$ cat src/rtl/mesh_send_arbiter_pkg.sv
// Shared types and helpers for the mesh send arbiter.
package mesh_send_arbiter_pkg;

   typedef enum logic [1:0] {ArbIdle, ArbGrant, ArbGuard} arb_state_t;

   localparam int unsigned CountW = 32;

   function automatic logic [CountW-1:0] sat_inc(input logic [CountW-1:0] v);
      return (v == '1) ? v : v + CountW'(1);
   endfunction

endpackage

$ cat src/rtl/mesh_send_arbiter_rr_picker.sv
// Combinational round-robin picker: first set request at or after ptr_i, wrapping.
module rr_picker #(
   parameter int unsigned NumReq = 4,
   parameter int unsigned IdxW   = 2
) (
   input  logic [NumReq-1:0] req_i,
   input  logic [IdxW-1:0]   ptr_i,
   output logic              found_o,
   output logic [IdxW-1:0]   idx_o
);

   localparam logic [IdxW-1:0] LastIdx = IdxW'(NumReq - 1);

   logic [IdxW-1:0] cand;

   always_comb begin
      found_o = 1'b0;
      idx_o   = '0;
      cand    = ptr_i;
      for (int unsigned k = 0; k < NumReq; k++) begin
         if (!found_o && req_i[cand]) begin
            found_o = 1'b1;
            idx_o   = cand;
         end
         cand = (cand == LastIdx) ? '0 : cand + IdxW'(1);
      end
   end

endmodule

$ cat src/rtl/mesh_send_arbiter.sv
// Time-sliced round-robin arbiter for the shared mesh send resource, with a
// guard gap after every slot for channel reconfiguration.
module mesh_send_arbiter
   import mesh_send_arbiter_pkg::*;
#(
   parameter int unsigned N            = 2,
   parameter int unsigned SLOT_CYCLES  = 4,
   parameter int unsigned GUARD_CYCLES = 1,
   parameter int unsigned ID_W         = (N * N > 1) ? $clog2(N * N) : 1
) (
   input  logic              clk,
   input  logic              rst,
   input  logic              arb_enable,
   input  logic [N*N-1:0]    request_to_send,
   output logic [N*N-1:0]    permission_granted_send,
   output logic              grant_valid,
   output logic [ID_W-1:0]   grant_id,
   output logic [CountW-1:0] grant_count
);

   localparam int unsigned     NUM_ROUTERS = N * N;
   localparam logic [ID_W-1:0] LastId      = ID_W'(NUM_ROUTERS - 1);

   if (SLOT_CYCLES < 1) begin : g_bad_slot
      $error("mesh_send_arbiter: SLOT_CYCLES must be >= 1");
   end

   arb_state_t             state_q;
   logic [NUM_ROUTERS-1:0] grant_q;
   logic                   valid_q;
   logic [ID_W-1:0]        id_q;
   logic [ID_W-1:0]        rr_ptr_q;
   logic [CountW-1:0]      count_q;
   logic [31:0]            slot_cnt_q;
   logic [31:0]            guard_cnt_q;

   logic                   pick_found;
   logic [ID_W-1:0]        pick_idx;
   logic                   slot_end;
   logic [ID_W-1:0]        next_ptr;

   rr_picker #(
      .NumReq (NUM_ROUTERS),
      .IdxW   (ID_W)
   ) u_picker (
      .req_i   (request_to_send),
      .ptr_i   (rr_ptr_q),
      .found_o (pick_found),
      .idx_o   (pick_idx)
   );

   // Only the grantee's own request can cut a slot short.
   assign slot_end = (slot_cnt_q == '0) || !request_to_send[id_q];
   assign next_ptr = (id_q == LastId) ? '0 : id_q + ID_W'(1);

   always_ff @(posedge clk) begin
      if (rst) begin
         state_q     <= ArbIdle;
         grant_q     <= '0;
         valid_q     <= 1'b0;
         id_q        <= '0;
         rr_ptr_q    <= '0;
         count_q     <= '0;
         slot_cnt_q  <= '0;
         guard_cnt_q <= '0;
      end else begin
         unique case (state_q)
            ArbIdle: begin
               if (arb_enable && pick_found) begin
                  grant_q    <= NUM_ROUTERS'(1) << pick_idx;
                  valid_q    <= 1'b1;
                  id_q       <= pick_idx;
                  count_q    <= sat_inc(count_q);
                  slot_cnt_q <= 32'(SLOT_CYCLES - 1);
                  state_q    <= ArbGrant;
               end
            end
            ArbGrant: begin
               if (slot_end) begin
                  grant_q  <= '0;
                  valid_q  <= 1'b0;
                  rr_ptr_q <= next_ptr;
                  if (GUARD_CYCLES > 0) begin
                     guard_cnt_q <= 32'(GUARD_CYCLES - 1);
                     state_q     <= ArbGuard;
                  end else begin
                     state_q <= ArbIdle;
                  end
               end else begin
                  slot_cnt_q <= slot_cnt_q - 32'd1;
               end
            end
            ArbGuard: begin
               if (guard_cnt_q == '0) begin
                  state_q <= ArbIdle;
               end else begin
                  guard_cnt_q <= guard_cnt_q - 32'd1;
               end
            end
            default: state_q <= ArbIdle;
         endcase
      end
   end

   assign permission_granted_send = grant_q;
   assign grant_valid             = valid_q;
   assign grant_id                = id_q;
   assign grant_count             = count_q;

endmodule

$ cat config.mk
export PLATFORM = sky130hd
export DESIGN_NAME = mesh_send_arbiter
export DESIGN_NICKNAME = d
export VERILOG_FILES = /design/src/rtl/mesh_send_arbiter_pkg.sv /design/src/rtl/mesh_send_arbiter_rr_picker.sv /design/src/rtl/mesh_send_arbiter.sv
export SDC_FILE = /design/constraint.sdc
export NUM_CORES = 1
export LEC_CHECK = 0
export CAP_MARGIN = 5
export CORE_MARGIN = 2
export CORE_UTILIZATION = 55
export CTS_CLUSTER_SIZE = 25
export DETAILED_ROUTE_END_ITERATION = 8
export PLACE_DENSITY = 0.72
export SYNTH_ARGS = -nofsm -noshare
export SYNTH_HDL_FRONTEND = slang
export SYNTH_SLANG_ARGS = --single-unit
$ cat constraint.sdc
create_clock -name clk -period 7.78 [get_ports clk]
set_input_delay 2.334 -clock clk [delete_from_list [all_inputs] [get_ports clk]]
set_output_delay 2.334 -clock clk [all_outputs]
set_load 0.01 [all_outputs]
==> flow_metrics.tcl <==
set metrics [dict create \
    number_of_filler_instances_in_the_final_layout 807 \
    die_outline_width_um 102 \
    antenna_violations_before_repair 0 \
    cts_tree "yes" \
    timing.final.crit_period_ns 5.26 \
    antennaDiodeCount 0 \
    cts_buffer_depth 2 \
    synth_xor_area_share_pct 12.7 \
    placedInstanceArea_um2 5810 \
    maxCapViolations 0 \
    synth_compound_area_share_pct 7.08 \
    synthTopCellsByArea "sky130_fd_sc_hd__dfxtp_1 (40%), sky130_fd_sc_hd__xor2_1 (8.4%), sky130_fd_sc_hd__nor2_1 (8.3%)" \
    gp_congestion 0.824 \
    core_region_area_um2 9280 \
    place_inst 773 \
    detailroute.via_count 4458 \
    synth_area_leader_cell "sky130_fd_sc_hd__dfxtp_1" \
    starting_density_pct 57.1 \
    count_of_standard_cell_rows 35 \
    drive_above_1_share_pct 6.52 \
    clk_pin_slew_worst_paths_ns 0.10 \
    cts_hold_repair.buffers 0 \
    yosys_register_bits 107 \
    max_fo_critical_path 30 \
    drt-vias-per-instance 5.65 \
    synth_top_family_by_area "simple AND/OR/NAND/NOR gates" \
    final-hold-violation-count 0 \
    tritoncts.num_buffers 9 \
    async_reset_ff_share_pct 0 \
    setup_slack_ns 2.52 \
    avgSynthCellArea_um2 8.44 \
    antenna_nets_post_route 0 \
    cp_class "input pin to flip-flop" \
    areaGrowthSynthToFinish_pct 13.5 \
    final_area_um2 6020 \
    r2r_cells 8 \
    synth_enable_flop_cells 0 \
    clock_insertion_delay_worst_skew_ns 0.37 \
    timing.slew.headroom_pct 25.0 \
    syn_area_um2 5300 \
    drt_wl_total_um 11300 \
    overall_die_height_um 102 \
    post-route-drc-count 0 \
    post_cts_resized 0 \
    power.ir.vdd_worst_uv 188 \
    grt_overflow_total 0 \
    grt_start_max_net_pins 50 \
    cellPowerDensity_nw_per_um2 392 \
    power.total_w 0.00236 \
    power.static_leakage_nw 2.17 \
    postSynthNetCount 640 \
    h_tree_lvl_count 3 \
    synth_cell_types 59 \
    detailed_place_hpwl_um 7680 \
    io_pins 46 \
    adder_cell_fraction_of_synth_area_pct 1.18 \
    io_buffers 45 \
    min_delay_path_depth 2 \
    cp.arrival_ns 5.58 \
    root_buffer "sky130_fd_sc_hd__clkbuf_8" \
    mapped_cells 628 \
    layout.nets 667 \
    cts.sink_count 107 \
    number_of_global_route_vias_before_repair 4311 \
    instances_no_fill 789 \
    synth.area.mux_share_pct 1.63 \
    setup_repair_bufs_after_cts 0 \
    final_max_slew_viol_count 0 \
    detail_route.wl_per_cell_um 14.4 \
    synth_top_cell_area_share_pct 40.4 \
    synthSimpleGateAreaFrac_pct 33.8 \
    setup.worst_path.end_class "flip-flop" \
    timing.final.setup_violations 0 \
    drt-initial-drc-count 191 \
    synth_seq_area_share_pct 40.4 \
    yosys_warnings 0 \
    largest_clock_skew_in_the_final_design_ns 0.00543 \
    synth-main-ff-cell "sky130_fd_sc_hd__dfxtp_1" \
    floorplan.die_area_um2 10400 \
    min_period_over_period_pct 67.6 \
    fin_setup_tns_ns 0 \
    timing.critical_path.from_type "input pin" \
    unrepaired_setup_endpoints_after_global_routing "no" \
    max_freq_mhz 190 \
    dp_slack_ns 2.16 \
    grt_pass1_wl_um 19700 \
    timing.critical_path.required_ns 8.10 \
    drt_first_pass_iters 4 \
    hp_class "flip-flop to flip-flop" \
    status "complete, no violations" \
    grt_use_total_pct 23.2 \
    timing_worst_slew_pin_value_ns 1.12 \
]
==> state kept, by name (all words and copies together), names as in the netlist <==
signal,count
grant_count,32
guard_cnt_q,32
slot_cnt_q,32
permission_granted_send,4
grant_id,2
rr_ptr_q,2
state_q,2
grant_valid,1
==> cell families after synthesis <==
| logic type | after synthesis |
|---|---|
| simple gates | 332 |
| fa+ha+maj | 5 |
| flops | 107 |
| buf+inv | 41 |
| compound gates | 60 |
| xor+xnor | 77 |
| mux | 6 |
==> report_power, final <==
group          switching [W]  internal (W)  total [W]
Combinational       0.000724      0.000480    0.00120
Sequential          0.000129      0.000666   0.000795
Clock               0.000192      0.000168   0.000360
==> Yosys cell counts (all sizes together) (3+ instances only) <==
master	n
or2	5
ha	5
nor3	35
nor2	117
dfxtp	107
clkbuf	25
or3	18
xnor2	26
inv	8
and3	13
a21oi	26
and4	6
mux2i	3
o21ai	15
nand2	30
nand2b	6
o31ai	4
and2	4
nand4	24
nand4b	5
or4	16
buf	8
xor2	51
nand3	30
nor4	14
==> area by class of cell <==
class                           count  area, µm²  area share, %
Multi-Input combinational cell    480       2990           49.7
Sequential cell                   107       2140           35.6
Timing Repair Buffer               49        480           7.98
Tap cell                          129        161           2.68
Clock buffer                       11        151           2.52
Clock inverter                      5       60.1          0.998
Inverter                            8       30.0          0.499
==> critical path, stage by stage <==
cell,delay [ns]
sky130_fd_sc_hd__clkdlybuf4s50_1,0.57
sky130_fd_sc_hd__mux2_2,0.33
sky130_fd_sc_hd__or4_1,0.40
sky130_fd_sc_hd__a21oi_1,0.25
sky130_fd_sc_hd__or2_2,0.27
sky130_fd_sc_hd__nand2b_1,0.62
sky130_fd_sc_hd__or4_1,0.71
sky130_fd_sc_hd__nand2_1,0.08
==> per-stage QoR <==
step | hold WS, ns | utilization [%]
2_1_floorplan | 0.466 | -
3_3_place_gp | 0.466 | 62.6
3_5_place_dp | 0.475 | 62.6
4_1_cts | 0.500 | 64.8
5_1_grt | 0.538 | 64.8
6_report | 0.494 | 64.8
==> layout by cell type (no fill, tap or decap), types with 2 or more instances in the layout <==
cell	instances
sky130_fd_sc_hd__a21oi_1	25
sky130_fd_sc_hd__and2_1	3
sky130_fd_sc_hd__and3_1	13
sky130_fd_sc_hd__and4_1	6
sky130_fd_sc_hd__buf_4	4
sky130_fd_sc_hd__clkbuf_8	11
sky130_fd_sc_hd__clkdlybuf4s50_1	45
sky130_fd_sc_hd__dfxtp_1	107
sky130_fd_sc_hd__ha_1	5
sky130_fd_sc_hd__inv_1	8
sky130_fd_sc_hd__mux2i_1	3
sky130_fd_sc_hd__mux4_2	2
sky130_fd_sc_hd__nand2_1	30
sky130_fd_sc_hd__nand2b_1	6
sky130_fd_sc_hd__nand3_1	30
sky130_fd_sc_hd__nand4_1	24
sky130_fd_sc_hd__nand4b_1	5
sky130_fd_sc_hd__nor2_1	116
sky130_fd_sc_hd__nor2b_1	2
sky130_fd_sc_hd__nor3_1	35
sky130_fd_sc_hd__nor4_1	6
sky130_fd_sc_hd__nor4_2	4
sky130_fd_sc_hd__nor4_4	4
sky130_fd_sc_hd__o211ai_1	2
sky130_fd_sc_hd__o21ai_0	14
sky130_fd_sc_hd__o31ai_1	3
sky130_fd_sc_hd__or2_2	4
sky130_fd_sc_hd__or3_1	17
sky130_fd_sc_hd__or4_1	15
sky130_fd_sc_hd__xnor2_1	26
sky130_fd_sc_hd__xor2_1	51
==> final timing paths <==
check                                                        startpoint                                 endpoint  slack [ns]
worst min register to register  permission_granted_send[0]$_SDFFE_PP0P_  permission_granted_send[0]$_SDFFE_PP0P_        0.49
worst max-delay path                                 request_to_send[3]              slot_cnt_q[24]$_SDFFE_PP0P_        2.52
worst min-delay path            permission_granted_send[0]$_SDFFE_PP0P_  permission_granted_send[0]$_SDFFE_PP0P_        0.49
worst max register to register                 rr_ptr_q[0]$_SDFFE_PP0P_              slot_cnt_q[24]$_SDFFE_PP0P_        4.16
==> per-layer routing <==
layer  share of wire, %  track usage [%]  wire length, µm  up-vias
met2                 46             38.5             5250       77
met3                4.6             6.02              521       12
met1                 48             30.3             5470     2111
li1                   -                -                -     2258
met4               0.93             5.74              106        0
met5                  0                0                0        -
No activity file was read; power rests on OpenSTA's default activity.
